## src/rtl/field_addsub_pkg.sv

```systemverilog
// Shared types and constants for the vector mod-p adder/subtractor.
// Field width and modulus come from `F_NBITS / `F_Q.
`ifndef F_NBITS
`define F_NBITS 7
`endif
`ifndef F_Q
`define F_Q 97
`endif

package field_addsub_pkg;

  localparam int unsigned LANE_W = `F_NBITS;
  localparam logic [LANE_W-1:0] P = LANE_W'(`F_Q);

  typedef enum logic [1:0] {
    ADD  = 2'd0,
    SUB  = 2'd1,
    NEG  = 2'd2,
    PASS = 2'd3
  } op_t;

  typedef logic [LANE_W-1:0] elem_t;

endpackage

```

## src/rtl/field_addsub_lane.sv

```systemverilog
// One mod-p lane: stage1 registers the raw sum/difference and its correction flag,
// stage2 is the combinational reduction sampled by the top-level result register.
module field_addsub_lane
  import field_addsub_pkg::*;
(
  input  logic  clk,
  input  logic  rst,
  input  logic  load,
  input  op_t   op,
  input  elem_t a,
  input  elem_t b,
  output elem_t res
);

  logic [LANE_W:0] a_x, b_x, p_x, sum, dif;
  logic [LANE_W:0] raw;
  logic            flag;
  op_t             op_q;

  always_comb begin
    a_x = {1'b0, a};
    b_x = {1'b0, b};
    p_x = {1'b0, P};
    sum = a_x + b_x;
    dif = a_x - b_x;
  end

  // flag means: ADD overflowed p, SUB borrowed, NEG operand was zero
  always_ff @(posedge clk or posedge rst) begin
    if (rst) begin
      raw  <= '0;
      flag <= 1'b0;
      op_q <= ADD;
    end else if (load) begin
      op_q <= op;
      case (op)
        ADD: begin
          raw  <= sum;
          flag <= (sum >= p_x);
        end
        SUB: begin
          raw  <= dif;
          flag <= dif[LANE_W];
        end
        NEG: begin
          raw  <= p_x - a_x;
          flag <= (a == '0);
        end
        default: begin
          raw  <= a_x;
          flag <= 1'b0;
        end
      endcase
    end
  end

  always_comb begin
    res = raw[LANE_W-1:0];
    case (op_q)
      ADD:     if (flag) res = LANE_W'(raw - p_x);
      SUB:     if (flag) res = LANE_W'(raw + p_x);
      NEG:     if (flag) res = '0;
      default: res = raw[LANE_W-1:0];
    endcase
  end

endmodule

```

## src/rtl/field_addsub_vec.sv

```systemverilog
// NLANES-wide mod-p add/sub/negate/pass with a shared start/ready handshake and
// N_CYC-cycle latency. Optional range check enabled by FIELD_ADDSUB_RANGECHK_EN.
module field_addsub_vec
  import field_addsub_pkg::*;
#(
  parameter int unsigned NLANES  = 4,
  parameter int unsigned N_CYC   = 2,
  parameter int unsigned DFL_OUT = 0
) (
  input  logic                       clk,
  input  logic                       rst,
  input  logic                       en,
  input  op_t                        op,
  input  logic [NLANES*LANE_W-1:0]   a,
  input  logic [NLANES*LANE_W-1:0]   b,
  output logic                       ready_pulse,
  output logic                       ready,
  output logic [NLANES*LANE_W-1:0]   c
`ifdef FIELD_ADDSUB_RANGECHK_EN
  ,
  output logic                       range_err
`endif
);

  localparam int unsigned CW = (N_CYC > 1) ? $clog2(N_CYC) : 1;

  typedef enum logic {IDLE, BUSY} state_t;

  state_t                     state;
  logic [CW-1:0]              cnt;
  logic                       accept, done;
  logic [NLANES*LANE_W-1:0]   res;

  assign accept = en && ready;
  assign done   = (state == BUSY) && (cnt == CW'(N_CYC - 1));

  for (genvar i = 0; i < NLANES; i++) begin : g_lane
    field_addsub_lane u_lane (
      .clk  (clk),
      .rst  (rst),
      .load (accept),
      .op   (op),
      .a    (a[i*LANE_W +: LANE_W]),
      .b    (b[i*LANE_W +: LANE_W]),
      .res  (res[i*LANE_W +: LANE_W])
    );
  end

  // ready rises in the last busy cycle so an en there is captured on the same edge
  // that retires the current op, giving one op per N_CYC cycles back-to-back.
  always_ff @(posedge clk or posedge rst) begin
    if (rst) begin
      state       <= IDLE;
      cnt         <= '0;
      ready       <= 1'b1;
      ready_pulse <= 1'b0;
      c           <= {NLANES{LANE_W'(DFL_OUT)}};
    end else begin
      ready_pulse <= done;
      if (done) c <= res;
      case (state)
        IDLE: begin
          if (accept) begin
            state <= BUSY;
            cnt   <= '0;
            ready <= 1'b0;
          end
        end
        BUSY: begin
          if (done) begin
            cnt <= '0;
            if (accept) ready <= 1'b0;
            else        state <= IDLE;
          end else begin
            cnt <= cnt + CW'(1);
            if (cnt == CW'(N_CYC - 2)) ready <= 1'b1;
          end
        end
        default: state <= IDLE;
      endcase
    end
  end

`ifdef FIELD_ADDSUB_RANGECHK_EN
  logic [NLANES-1:0] lane_bad;
  logic              range_pend;

  always_comb begin
    lane_bad = '0;
    for (int unsigned i = 0; i < NLANES; i++)
      lane_bad[i] = (a[i*LANE_W +: LANE_W] >= P) ||
                    (((op == ADD) || (op == SUB)) && (b[i*LANE_W +: LANE_W] >= P));
  end

  always_ff @(posedge clk or posedge rst) begin
    if (rst) begin
      range_pend <= 1'b0;
      range_err  <= 1'b0;
    end else begin
      if (accept) range_pend <= |lane_bad;
      if (done)        range_err <= range_pend;
      else if (accept) range_err <= 1'b0;
    end
  end
`endif

endmodule

```

## config.mk

```make
export PLATFORM = sky130hd
export DESIGN_NAME = field_addsub_vec
export DESIGN_NICKNAME = d
export VERILOG_FILES = /design/src/rtl/field_addsub_pkg.sv /design/src/rtl/field_addsub_lane.sv /design/src/rtl/field_addsub_vec.sv
export SDC_FILE = /design/constraint.sdc
export NUM_CORES = 1
export LEC_CHECK = 0
export BUFFER_PORTS_ARGS = -buffer_cell sky130_fd_sc_hd__buf_2
export CORE_ASPECT_RATIO = 1.5
export CORE_MARGIN = 2
export CORE_UTILIZATION = 37
export CTS_BUF_LIST = sky130_fd_sc_hd__clkbuf_4
export DETAILED_ROUTE_END_ITERATION = 7
export GPL_TIMING_DRIVEN = 1
export PLACE_DENSITY_LB_ADDON = 0.08
export SLEW_MARGIN = 20
export SYNTH_ARGS = -nofsm -noshare
export SYNTH_HDL_FRONTEND = slang
export SYNTH_HIERARCHICAL = 1
export SYNTH_SLANG_ARGS = --single-unit
```

## constraint.sdc

```tcl
create_clock -name clk -period 1.8 [get_ports clk]
set_input_delay 0.18 -clock clk [delete_from_list [all_inputs] [get_ports clk]]
set_output_delay 0.18 -clock clk [all_outputs]
set_load 0.01 [all_outputs]
```

; Word-level counts from Yosys, hierarchy flattened
; Cells that the tools add are included.
[word_totals]
word_cells = 88
in_bits = 61
output_inout_bits = 30
regBits = 66
[op_classes]
n_eq_ne = 6
n_bitwise = 1
add_sub_neg = 21
mux = 34
magnitude_cmp = 4
n_reduce_logical = 8
[op_table]
columns = operator, count
row1 = case mux 7 bit (3 select lines), 8
row2 = 2-to-1 mux 7 bit, 12
row3 = adder 7 x 7 -> 8 bit, 4
row4 = >= comparator 8 x 7 -> 1 bit (second input constant), 4
row5 = subtractor 7 x 7 -> 8 bit, 4
row6 = adder 7 bit (second input constant), 4
row7 = logical NOT 7 bit, 4
row8 = subtractor 7 bit (first input constant), 4
row9 = subtractor 7 bit (second input constant), 4
row10 = case mux 1 bit (3 select lines), 4
row11 = 2-to-1 mux 1 bit, 7
row12 = case mux 1 bit (2 select lines), 3
row13 = == test 2 x 1 -> 1 bit (second input constant), 2
row14 = == test 2 bit (second input constant), 2
row15 = logical NOT 2 bit, 2
row16 = inequality test 3 x 2 -> 1 bit (second input constant), 1
row17 = logical AND 1 bit, 2
row18 = inequality test 2 bit (second input constant), 1
row19 = adder 1 bit (second input constant), 1
row20 = inverter 1 bit, 1

; Logic depth before layout (Yosys ltp)
[depth]
depth_word = 4
depth_mapped = 9
ltp_nobuf = 9

; Hierarchy
; Netlist, hierarchy kept.
[modules_own_cells]
columns = mod, n_inst, seq_area_each_um2, area_per_inst_um2, cells_per_inst
row1 = field_addsub_lane at g_lane[0].u_lane ..., 3, 250.2, 1739.2, 233
row2 = field_addsub_lane at g_lane[1].u_lane, 1, 250.2, 1749.2, 239
row3 = field_addsub_vec, 1, 802.0, 1231.2, 73

; Worst setup path before layout
; OpenSTA, ideal clock, no wires.
[synth_timing]
path_type = register -> register
start = reg g_lane[3].u_lane.raw[0]
end = reg c[27]
t_required_ns = 1.675
setup_ns = 0.125
path_slack_ns = -0.077
path_stages_with_launch = 9
synth_period_minus_slack_ns = 1.877
n_path_buf = 0
t_arrival_ns = 1.752
cell_sequence = dfrtp_1 > inv_1 > ha_1 > or3b_2 > nor2_1 > o22ai_1 > mux2i_1 > o21ai_0 > mux2_4
[synth_between]
elab_chain_len = 3
word_cells_on_any_way = 5
cone_classes = 2 x add/sub / 3 x mux
[synth_rtl]
columns = element, line
row1 = from (decl), field_addsub_lane.sv:16  ; logic [LANE_W:0] raw;
row2 = from (signal assigned), field_addsub_lane.sv:38  ; raw <= sum;
row3 = from (signal assigned), field_addsub_lane.sv:42  ; raw <= dif;
row4 = from (signal assigned), field_addsub_lane.sv:46  ; raw <= p_x - a_x;
row5 = adder 7 bit / subtractor 7 bit (equally long branches), "field_addsub_lane.sv:61, field_addsub_lane.sv:60"
row6 = 2-to-1 mux 7 bit (on tied branches), "field_addsub_lane.sv:61, field_addsub_lane.sv:60"
row7 = case mux 7 bit (3 select lines) (*), field_addsub_lane.sv:59  ; case (op_q)
row8 = via res[27], field_addsub_vec.sv:32  ; logic [NLANES*LANE_W-1:0] res;
row9 = to (signal assigned), field_addsub_vec.sv:57  ; c <= {NLANES{LANE_W'(DFL_OUT)}};
row10 = to (signal assigned), field_addsub_vec.sv:60  ; if (done) c <= res;
row11 = to (decl), field_addsub_vec.sv:18  ; output logic [NLANES*LANE_W-1:0] c
; The timed path passes the listed nets; every way through them passes the cells marked *.
; A chain may end at the register's enable or synchronous reset.

; Worst setup path after layout
[layout_timing]
start = reg g_lane[0].u_lane.raw[1]
end = reg c[4]
[layout_between]
elab_chain_len = 3
word_cells_on_any_way = 5
cone_classes = 2 x add/sub / 3 x mux
[layout_rtl]
columns = element, line
row1 = from (decl), field_addsub_lane.sv:16
row2 = from (signal assigned), field_addsub_lane.sv:38
row3 = from (signal assigned), field_addsub_lane.sv:42
row4 = from (signal assigned), field_addsub_lane.sv:46
row5 = adder 7 bit / subtractor 7 bit (equally long branches), "field_addsub_lane.sv:61, field_addsub_lane.sv:60"
row6 = 2-to-1 mux 7 bit (on tied branches), "field_addsub_lane.sv:61, field_addsub_lane.sv:60"
row7 = case mux 7 bit (3 select lines) (*), field_addsub_lane.sv:59
row8 = via res[4], field_addsub_vec.sv:32
; Marked as above.

==> results.sh <==
export IMPL_status="complete, but fails checks"
export IMPL_violations="negative setup slack"
export IMPL_yosysSeqAreaShare_pct=22.0
export IMPL_hold_start="a[6]"
export IMPL_p_leak_nw=5.13
export IMPL_worst_ep_arrival_time_ps=2310
export IMPL_dr_total_vias=8338
export IMPL_grt_pass1_vias=8364
export IMPL_worst_slack_ps=-101
export IMPL_synth_cells=1011
export IMPL_syn2layout_area_growth_pct=32.2
export IMPL_worst_setup_path_start_kind="register"
export IMPL_wl_um=25300
export IMPL_yosysWarnings=6
export IMPL_total_power_w=0.0129
export IMPL_htree_num_levels=3
export IMPL_clk_latency_ps=460
export IMPL_grt_max_degree=30
export IMPL_fillers=2182
export IMPL_drc=0
export IMPL_seq_area_sq_mm=0.00181
export IMPL_min_period_ps=1900
export IMPL_rows=66
export IMPL_crit_type="reg -> reg"
export IMPL_fp_dieH_um=186
export IMPL_final_hold_viol_count=0
export IMPL_die_w_um=126
export IMPL_path_clk_slew_ps=130
export IMPL_cts_root_buf="clkbuf_4"
export IMPL_grt_pass1_wl_um=40700
export IMPL_fin_nets=1403
export IMPL_min_path_type="in -> reg"
export IMPL_slew_violations=0
export IMPL_syn_area_sq_mm=0.00820
export IMPL_synth_seq_cells=72
export IMPL_multi_input_area_sq_mm=0.00597
export IMPL_port_buffer_count=90
export IMPL_required_ps=2210
export IMPL_relSlewSlack_pct=68.7
export IMPL_wire_per_inst_um=16.4
export IMPL_place_congestion=0.873
export IMPL_drt_iter0_drc=390
export IMPL_power_density_mw_per_mm2=1190
export IMPL_initial_core_util_pct=37.7
export IMPL_avgSynthCellArea_sq_um=8.11
export IMPL_finalSetupViolations=7
export IMPL_die_area_sq_mm=0.0234
export IMPL_cts_buffers=9
export IMPL_worst_pin_slew_ps=465
export IMPL_clk_path_buf_depth=2
export IMPL_grt_usage_pct=21.0
export IMPL_io_pins=91
export IMPL_fin_skew_ps=23.7
export IMPL_final_area_sq_mm=0.0108
export IMPL_drt_pass1_iterations=5
export IMPL_viasPerCell=5.41
export IMPL_synth_ff_type="dfrtp_1"
export IMPL_cp_startpoint="g_lane[0].u_lane/raw[1]$_DFFE_PP0P_"
export IMPL_cts_tree="built"
export IMPL_max_freq_mhz=526
export IMPL_post_route_period_util_pct=106
export IMPL_cp_max_fo=4
export IMPL_cp_end_kind="register"
export IMPL_drive_gt1_share_pct=33.4
export IMPL_synthDistinctLibCells=79
export IMPL_place_area_sq_mm=0.0101
export IMPL_async_flop_share_pct=100
export IMPL_coreArea_sq_mm=0.0217
export IMPL_ir_drop_mv=0.462
export IMPL_synth_edf_count=0
export IMPL_reg2reg_from="g_lane[0].u_lane/raw[1]$_DFFE_PP0P_"
export IMPL_clock_sinks=72
export IMPL_grt_overflow_total=0
export IMPL_dpl_hpwl_um=19800
export IMPL_cap_violations=0
export IMPL_ant_nets=0
export IMPL_rsz0062_at_grt="true"
export IMPL_antenna_found_initial=1
export IMPL_mappedNetlistNets=1152
[Yosys cell counts, drive strengths merged, types with 9 or more instances]
cell    number  share of area [%]
nand2b      12               0.92
o22ai       23                1.8
nand3       28                1.7
a21oi       55                3.4
xnor2       20                2.1
o211ai      18                1.7
and2b        9               0.82
buf         33                3.0
ha          72                 11
o21ai       62                3.8
dfrtp       71                 22
inv        106                4.9
nor4        13               0.99
o311ai       9               0.96
o21a        12                1.1
clkbuf      22                1.4
or3         10               0.76
nand2       71                3.3
nor3        25                1.7
mux2i       23                2.8
nor2b       16                1.2
xor2        12                1.3
mux2        35                5.2
nor2        86                3.9
a31oi        9               0.69
a211oi      12                1.3
[per-layer routing]
| layer | vias up | share of wire (%) | global-route usage [%] |
|---|---|---|---|
| met5 | - | 0 | 0 |
| met4 | 0 | 2.9 | 7.86 |
| met3 | 46 | 3.0 | 2.29 |
| met2 | 167 | 53 | 39.1 |
| met1 | 3964 | 42 | 24.5 |
| li1 | 4161 | - | - |
[report_power, final]
part / internal, W / switching [W] / total, W / leakage [nW]
clock: 0.000704 / 0.000648 / 0.00135 / 0.0961
sequential: 0.00244 / 0.000945 / 0.00338 / 0.853
combinational: 0.00416 / 0.00399 / 0.00816 / 4.19
total: 0.00730 / 0.00559 / 0.0129 / 5.13
[timing repair]
action,4_1_cts,5_1_grt
hold endpoints to repair,47,0
resized for setup,36,54
hold buffers,2,0
endpoints found under the setup margin,13,22
setup buffers,17,4
pin swaps,9,30
cloned,0,1
[cell families after synthesis]
group	share of synthesized area [%]
buffers and inverters	9.31
AOI/OAI and AO/OA	24.0
adders and majority gates	12.9
xor gates and xnor gates	3.42
and+or+nand+nor	20.3
muxes	8.03
DFF	22.0
[per-stage QoR]
stage / cells / setup slack, ps / utilization, % / hold slack (ps) / setup TNS, ps
final: 1540 / -101 / 49.9 / 180 / -280
after global routing: 1540 / -187 / 49.9 / 167 / -1310
after global placement: 1505 / -233 / 46.7 / 189 / -3770
after floorplan: 1011 / 12.8 / - / 20.2 / 0
after detailed placement: 1505 / -285 / 46.7 / 207 / -3960
after CTS: 1540 / -51.4 / 48.7 / 138 / -231
[critical path, stage by stage, from the launching register on]
cell and delay, ps:
dfrtp_1 460, inv_2 110, ha_4 130, or3b_4 390, buf_6 140, mux2i_2 160, a32oi_2 130, o21ai_1 170
mux2_4 160
[sequential cells by signal, indices dropped and copies added, names as in the netlist]
register	count
g_lane.u_lane/op_q	8
state	1
cnt	1
g_lane.u_lane/flag	4
ready_pulse	1
g_lane.u_lane/raw	28
c	28
ready	1
[layout make-up]
cell class | instances | share of cell area (%)
well taps | 272 | 3.14
flip-flops and latches | 72 | 16.7
diodes | 1 | 0.0231
inverters | 107 | 3.70
clock inverters | 7 | 1.11
repair buffers | 295 | 19.6
multi-input cells | 777 | 55.1
clock buffers | 9 | 0.623
[worst paths after layout]
check	end	slack, ps	cells past startpoint
max	c[4]$_DFFE_PP0N_	-100	8
min	g_lane[0].u_lane/raw[6]$_DFFE_PP0P_	180	4
min in group asynchronous	cnt$_DFFE_PP0P_	240	3
min reg2reg	c[21]$_DFFE_PP0N_	510	1
max reg2reg	c[4]$_DFFE_PP0N_	-100	8
max in group asynchronous	c[0]$_DFFE_PP0N_	850	4
[cell usage in the layout (no fill, tap or decap), types with 20 or more instances in the layout]
cell type  instances
o21ai_0           52
xnor2_1           20
nor3_1            22
a21oi_1           53
buf_4            189
ha_1              65
nand2_1           71
nor2_1            80
dfrtp_1           66
mux2i_1           22
buf_2             89
nand3_1           26
inv_1             93
Power figures use the tool's default switching activity.
